File: src/rtl/aes_pkg.sv
`default_nettype none
// ============================================================================
// Module      : aes_pkg
// Description : Shared AES types, the AddRoundKey FSM encoding and a column
//               extract helper. Optional feature macro: KEY_ZEROIZE_EN.
// Revision    : 1.0 - initial release
// ============================================================================
package aes_pkg;

    typedef logic [127:0] state_t;
    typedef logic [31:0]  word_t;

    typedef enum logic [1:0] {
        ARKE_IDLE = 2'd0,
        ARKE_RUN  = 2'd1,
        ARKE_DONE = 2'd2
`ifdef KEY_ZEROIZE_EN
        , ARKE_ZERO = 2'd3
`endif
    } arke_state_e;

    // Column 0 occupies the most significant word.
    function automatic word_t col_get(input state_t i_s, input logic [1:0] i_c);
        return i_s[127 - 32*int'(i_c) -: 32];
    endfunction

endpackage
`default_nettype wire

File: src/rtl/add_round_key_column.sv
`default_nettype none
// ============================================================================
// Module      : add_round_key_column
// Description : Combinational XOR of one 32-bit state column with its key column.
// Revision    : 1.0 - initial release
// ============================================================================
module add_round_key_column
    import aes_pkg::*;
(
    input  word_t i_col,
    input  word_t i_key,
    output word_t o_col
);

    assign o_col = i_col ^ i_key;

endmodule
`default_nettype wire

File: src/rtl/add_round_key_engine.sv
`default_nettype none
// ============================================================================
// Module      : add_round_key_engine
// Description : Multi-cycle AES (Inv)AddRoundKey with on-chip round-key store.
//               Optional feature macro: KEY_ZEROIZE_EN (zeroize port/ZERO state).
// Revision    : 1.0 - initial release
// ============================================================================
module add_round_key_engine
    import aes_pkg::*;
#(
    parameter int WORDS_PER_CYCLE = 1,
    parameter int NUM_KEYS        = 11,
    parameter int KEY_IDX_W       = $clog2(NUM_KEYS)
)(
    input  logic                 clk,
    input  logic                 rst,
    input  logic                 i_key_we,
    input  logic [KEY_IDX_W-1:0] i_key_waddr,
    input  state_t               i_key_wdata,
    input  logic                 i_in_valid,
    output logic                 o_in_ready,
    input  state_t               i_in_state,
    input  logic [KEY_IDX_W-1:0] i_in_key_idx,
    input  logic                 i_in_inverse,
    output logic                 o_out_valid,
    input  logic                 i_out_ready,
    output state_t               o_out_state,
    output logic                 o_out_err,
`ifdef KEY_ZEROIZE_EN
    input  logic                 i_zeroize,
`endif
    output logic                 o_busy
);

    localparam int BEATS  = 4 / WORDS_PER_CYCLE;
    localparam int BEAT_W = (BEATS > 1) ? $clog2(BEATS) : 1;
    localparam logic [KEY_IDX_W-1:0] c_last_key  = KEY_IDX_W'(NUM_KEYS - 1);
    localparam logic [BEAT_W-1:0]    c_last_beat = BEAT_W'(BEATS - 1);

    arke_state_e          r_state;
    state_t               r_keys [NUM_KEYS];
    state_t               r_work;
    state_t               r_wkey;
    logic                 r_err;
    logic [BEAT_W-1:0]    r_beat;
`ifdef KEY_ZEROIZE_EN
    logic [KEY_IDX_W-1:0] r_zidx;
`endif

    logic                 w_oob;
    logic [KEY_IDX_W-1:0] w_eff_idx;
    logic [1:0]           w_col [WORDS_PER_CYCLE];
    word_t                w_xor [WORDS_PER_CYCLE];

    // Range check happens on the raw index so the inverse subtraction never wraps into a legal slot.
    assign w_oob     = i_in_key_idx > c_last_key;
    assign w_eff_idx = i_in_inverse ? (c_last_key - i_in_key_idx) : i_in_key_idx;

    for (genvar g = 0; g < WORDS_PER_CYCLE; g++) begin : g_col
        assign w_col[g] = 2'(int'(r_beat) * WORDS_PER_CYCLE + g);
        add_round_key_column u_col (
            .i_col (col_get(r_work, w_col[g])),
            .i_key (col_get(r_wkey, w_col[g])),
            .o_col (w_xor[g])
        );
    end

    always_ff @(posedge clk or posedge rst) begin
        if (rst) begin
            for (int k = 0; k < NUM_KEYS; k++) begin
                r_keys[k] <= '0;
            end
        end else begin
`ifdef KEY_ZEROIZE_EN
            if (r_state == ARKE_ZERO) begin
                r_keys[r_zidx] <= '0;
            end else
`endif
            if (i_key_we && (i_key_waddr <= c_last_key)) begin
                r_keys[i_key_waddr] <= i_key_wdata;
            end
        end
    end

    always_ff @(posedge clk or posedge rst) begin
        if (rst) begin
            r_state <= ARKE_IDLE;
            r_work  <= '0;
            r_wkey  <= '0;
            r_err   <= 1'b0;
            r_beat  <= '0;
`ifdef KEY_ZEROIZE_EN
            r_zidx  <= '0;
`endif
        end else begin
            case (r_state)
                ARKE_IDLE: begin
`ifdef KEY_ZEROIZE_EN
                    if (i_zeroize) begin
                        r_zidx  <= '0;
                        r_state <= ARKE_ZERO;
                    end else
`endif
                    if (i_in_valid) begin
                        r_work  <= i_in_state;
                        r_wkey  <= w_oob ? '0 : r_keys[w_eff_idx];
                        r_err   <= w_oob;
                        r_beat  <= '0;
                        r_state <= ARKE_RUN;
                    end
                end
                ARKE_RUN: begin
                    for (int w = 0; w < WORDS_PER_CYCLE; w++) begin
                        r_work[127 - 32*int'(w_col[w]) -: 32] <= w_xor[w];
                    end
                    if (r_beat == c_last_beat) begin
                        r_state <= ARKE_DONE;
                    end else begin
                        r_beat <= r_beat + 1'b1;
                    end
                end
                ARKE_DONE: begin
                    if (i_out_ready) begin
                        r_state <= ARKE_IDLE;
                    end
                end
`ifdef KEY_ZEROIZE_EN
                ARKE_ZERO: begin
                    if (r_zidx == c_last_key) begin
                        r_state <= ARKE_IDLE;
                    end else begin
                        r_zidx <= r_zidx + 1'b1;
                    end
                end
`endif
                default: r_state <= ARKE_IDLE;
            endcase
        end
    end

    assign o_in_ready  = (r_state == ARKE_IDLE) && !rst;
    assign o_out_valid = (r_state == ARKE_DONE);
    assign o_out_state = r_work;
    assign o_out_err   = r_err;
    assign o_busy      = (r_state != ARKE_IDLE);

endmodule
`default_nettype wire
File: config.mk
export PLATFORM = sky130hd
export DESIGN_NAME = add_round_key_engine
export DESIGN_NICKNAME = d
export VERILOG_FILES = /design/src/rtl/aes_pkg.sv /design/src/rtl/add_round_key_column.sv /design/src/rtl/add_round_key_engine.sv
export SDC_FILE = /design/constraint.sdc
export NUM_CORES = 2
export LEC_CHECK = 0
export ABC_AREA = 1
export CAP_MARGIN = 15
export CORE_ASPECT_RATIO = 0.75
export CORE_MARGIN = 2
export CORE_UTILIZATION = 24
export DETAILED_ROUTE_END_ITERATION = 12
export PLACE_DENSITY = 0.52
export SYNTH_ARGS = -nofsm -noshare
export SYNTH_HDL_FRONTEND = slang
export SYNTH_SLANG_ARGS = --single-unit
File: constraint.sdc
create_clock -name clk -period 59.6 [get_ports clk]
set_input_delay 11.92 -clock clk [delete_from_list [all_inputs] [get_ports clk]]
set_output_delay 11.92 -clock clk [all_outputs]
set_load 0.02 [all_outputs]
==> flow_results.xml <==
<?xml version="1.0" encoding="UTF-8"?>
<metrics>
  <group name="status">
    <metric name="result_of_the_run" unit="">complete, no violations</metric>
  </group>
  <group name="synth">
    <metric name="synth_top_cells_by_area" unit="">sky130_fd_sc_hd__dfrtp_1, sky130_fd_sc_hd__nand2_1, sky130_fd_sc_hd__o21ai_0</metric>
    <metric name="mappedNetlistNets" unit="">11000</metric>
    <metric name="ys_seq_elements" unit="">1669</metric>
    <metric name="count_of_mapped_cells_out_of_synthesis" unit="">10800</metric>
    <metric name="synth.largest_area_cell" unit="">sky130_fd_sc_hd__dfrtp_1</metric>
    <metric name="synth.avg_cell_area" unit="um^2">7.40</metric>
    <metric name="ys.warnings.count" unit="">0</metric>
    <metric name="synth.top_cell.area_share" unit="%">52.4</metric>
    <metric name="synth.yosys.seq_area_share" unit="%">52.4</metric>
    <metric name="synth.lib_cells_used.distinct" unit="">25</metric>
    <metric name="syn_area" unit="mm^2">0.0797</metric>
  </group>
  <group name="routing">
    <metric name="wl" unit="um">318000</metric>
    <metric name="route.vias.total" unit="">69400</metric>
    <metric name="detailed_router_iteration_count_before_antenna_repair" unit="">7</metric>
    <metric name="detailedRoute.firstIterationViolations" unit="">7310</metric>
    <metric name="wire_per_inst" unit="um">20.9</metric>
    <metric name="vias_per_cell" unit="">4.56</metric>
    <metric name="detail-route-antenna-nets" unit="">0</metric>
    <metric name="remaining_drc_errors" unit="">0</metric>
  </group>
  <group name="clock_tree">
    <metric name="cts_max_path_buffers" unit="">4</metric>
    <metric name="cts_tree" unit="">built</metric>
    <metric name="resized_after_cts" unit="">0</metric>
    <metric name="cts.sink_count" unit="">1669</metric>
    <metric name="htree_num_levels" unit="">4</metric>
    <metric name="post-cts-setup-buffer-count" unit="">0</metric>
    <metric name="cts_bufs_inserted" unit="">198</metric>
    <metric name="clkLatencyLatePin" unit="ps">880</metric>
    <metric name="cts_root_buf" unit="">sky130_fd_sc_hd__clkbuf_16</metric>
    <metric name="ctsHoldBuffers" unit="">0</metric>
    <metric name="clk_transition_reported_paths" unit="ps">60</metric>
  </group>
  <group name="die">
    <metric name="effective_utilization_at_floorplan" unit="%">24.1</metric>
    <metric name="fp.dieArea" unit="mm^2">0.337</metric>
    <metric name="dieHeight" unit="um">503</metric>
    <metric name="floorplan.rows" unit="">183</metric>
    <metric name="die_w" unit="um">670</metric>
    <metric name="pin_count" unit="">402</metric>
    <metric name="placeableCoreArea" unit="mm^2">0.331</metric>
  </group>
  <group name="setup_path">
    <metric name="worst_path_largest_cell_delay" unit="ps">620</metric>
    <metric name="path_class" unit="">input port to primary output</metric>
    <metric name="worst_r2r_startpoint" unit="">r_beat[0]</metric>
    <metric name="critPathRequiredTime" unit="ps">47680</metric>
    <metric name="cp.buffers_inverters" unit="">2</metric>
    <metric name="worstSetupStartpointType" unit="">input port</metric>
    <metric name="critical_path.slowest_cell" unit="">sky130_fd_sc_hd__clkdlybuf4s50_1</metric>
    <metric name="worst_r2r_path_depth" unit="">7</metric>
    <metric name="cp_max_fo" unit="">2</metric>
    <metric name="critical_path_arrival" unit="ps">13200</metric>
    <metric name="reg2reg_setup_slack" unit="ps">55430</metric>
    <metric name="crit_path_cells" unit="">clkdlybuf4s50_1, nor2_1, clkdlybuf4s50_1</metric>
    <metric name="cell_family_contributing_the_most_delay_on_the_critical_path" unit="">buffers and inverters</metric>
    <metric name="critPathMostFrequentCell" unit="">sky130_fd_sc_hd__clkdlybuf4s50_1</metric>
    <metric name="type_of_element_capturing_the_critical_path" unit="">primary output</metric>
    <metric name="timing.rr.end" unit="">o_out_state[57]</metric>
  </group>
  <group name="hold_path">
    <metric name="worstHoldPathCells" unit="">2</metric>
    <metric name="min_from" unit="">r_keys[894]</metric>
    <metric name="worstHoldEndpoint" unit="">r_keys[894]</metric>
    <metric name="min_path_type" unit="">flip-flop to flip-flop</metric>
  </group>
  <group name="sta">
    <metric name="unrepaired_setup_endpoints_after_global_routing" unit="">false</metric>
    <metric name="timing.fmax" unit="MHz">39.8</metric>
    <metric name="relSlewSlack" unit="%">15.2</metric>
    <metric name="tightest_slew" unit="ps">1270</metric>
    <metric name="final_hold_violations" unit="">0</metric>
    <metric name="totalNegativeSetupSlack" unit="ps">0</metric>
    <metric name="timing.final.max_slew_violations" unit="">0</metric>
    <metric name="finalCritPeriodShare" unit="%">42.1</metric>
    <metric name="min_period" unit="ps">25120</metric>
    <metric name="fin_skew" unit="ps">112</metric>
    <metric name="setup_slack" unit="ps">34480</metric>
    <metric name="setup_viol" unit="">0</metric>
  </group>
  <group name="grt">
    <metric name="number_of_antenna_violations_at_the_first_check_in_global_routing" unit="">25</metric>
    <metric name="grt_max_degree" unit="">188</metric>
    <metric name="globalRouteTotalUtil" unit="%">18.5</metric>
    <metric name="grt_pass1_wl" unit="um">466000</metric>
    <metric name="overflow" unit="">0</metric>
    <metric name="grt_pass1_vias" unit="">66500</metric>
  </group>
  <group name="power_and_ir_drop">
    <metric name="pwr-share-comb" unit="%">31.9</metric>
    <metric name="p_leak" unit="uW">0.0457</metric>
    <metric name="intPower" unit="uW">2540</metric>
    <metric name="power_switching_share" unit="%">40.3</metric>
    <metric name="p_total" unit="uW">4250</metric>
    <metric name="switching_power" unit="uW">1710</metric>
    <metric name="powerDensity" unit="mW/mm^2">45.6</metric>
    <metric name="power_frac_clock" unit="%">28.4</metric>
    <metric name="seq_power_share" unit="%">39.7</metric>
    <metric name="peakVddDrop" unit="uV">33.1</metric>
  </group>
  <group name="place">
    <metric name="place.port_buffers" unit="">401</metric>
    <metric name="placedCellCount" unit="">14900</metric>
    <metric name="placedInstanceArea" unit="mm^2">0.0869</metric>
    <metric name="place_congestion" unit="">0.817</metric>
    <metric name="hpwl" unit="um">191000</metric>
    <metric name="pre_cts_slack" unit="ps">34480</metric>
  </group>
  <group name="job">
    <metric name="cap_violations" unit="">0</metric>
  </group>
  <group name="finish">
    <metric name="synthToLayoutAreaGrowth" unit="%">17.0</metric>
    <metric name="final_layout_size_suffix_gt1_share" unit="%">3.99</metric>
    <metric name="cell_area_after_layout" unit="mm^2">0.0933</metric>
    <metric name="final_nets" unit="">10900</metric>
    <metric name="fin_cells" unit="">15200</metric>
    <metric name="num-fill-cells" unit="">36500</metric>
  </group>
</metrics>
cell families after synthesis:
logic type | share of synthesized area (%)
DFF | 52.4
buffers and inverters | 7.03
AOI/OAI and AO/OA | 11.3
and+or+nand+nor | 29.2
adders and majority gates | 0.0784
per-stage QoR:
stage | utilization, % | hold WS, ps
2_1_floorplan | - | 446
3_3_place_gp | 26.3 | 462
3_5_place_dp | 26.3 | 466
4_1_cts | 28.2 | 481
5_1_grt | 28.2 | 495
6_report | 28.2 | 481
cell type report:
| class | instances | area [um^2] | area share, % |
|---|---|---|---|
| antenna | 11 | 27.5 | 0.0295 |
| clock buffer | 308 | 5950 | 6.37 |
| clock inverter | 38 | 388 | 0.416 |
| inverter | 533 | 2030 | 2.18 |
| multi-input combinational | 7711 | 32500 | 34.9 |
| sequential | 1669 | 41800 | 44.8 |
| tap | 4440 | 5560 | 5.95 |
| timing repair buffer | 510 | 5040 | 5.40 |
worst max path at each step:
stage,start,end,slack [ps],cells after the start
6_report,rst,o_in_ready,34480,3
5_1_grt,rst,o_in_ready,34430,3
4_1_cts,rst,o_in_ready,34470,3
3_5_place_dp,rst,o_in_ready,34480,3
3_3_place_gp,rst,o_in_ready,34500,3
2_1_floorplan,rst,o_out_err,580,1
sequential cells by signal, summed over array words and instances, names as in the netlist:
signal,flops
r_wkey,128
r_keys,1408
o_out_err,1
r_beat,2
r_state,2
o_out_state,128
cell usage in the layout, fill, tap and decap left out, types with 93 or more instances in the layout:
cell	count
sky130_fd_sc_hd__inv_1	527
sky130_fd_sc_hd__a21oi_1	129
sky130_fd_sc_hd__dfrtp_1	1667
sky130_fd_sc_hd__clkdlybuf4s50_1	400
sky130_fd_sc_hd__buf_4	93
sky130_fd_sc_hd__nor2_1	647
sky130_fd_sc_hd__nand3_1	835
sky130_fd_sc_hd__o21ai_0	1661
sky130_fd_sc_hd__clkbuf_16	204
sky130_fd_sc_hd__nand2_1	4394
synthesized netlist by cell type, drive strengths merged:
library cell     n
or2              4
a21oi          131
nor2           649
nand3b           3
o211ai           2
nand4            4
dfrtp         1669
inv            533
nor3             4
o21ai         1668
clkbuf         522
ha               5
buf            337
nand3          835
o31ai            1
nand2         4405
metal layers:
metal / global-route usage [%] / part of all wire [%] / vias up
met1: 22.9 / 42 / 33100
met2: 30.2 / 46 / 2009
met3: 3.34 / 6.0 / 556
li1: - / - / 33700
met4: 10.8 / 6.6 / 30
met5: 0 / 0.052 / -
power by group through the flow:
stage	Clock, uW	Combinational, uW	Sequential [uW]
after detailed placement	0	1360	1700
final	1210	1360	1690
after global routing	1280	1490	1720
after global placement	0	1340	1700
after floorplan	0	715	1660
after CTS	1230	1360	1680
tightest hold or removal path, stage by stage, from the launching register on:
cell and delay, ps:
sky130_fd_sc_hd__dfrtp_1 340, sky130_fd_sc_hd__nand2_1 50, sky130_fd_sc_hd__o21ai_0 60
Note: power is estimated with default switching activity, not from simulation.
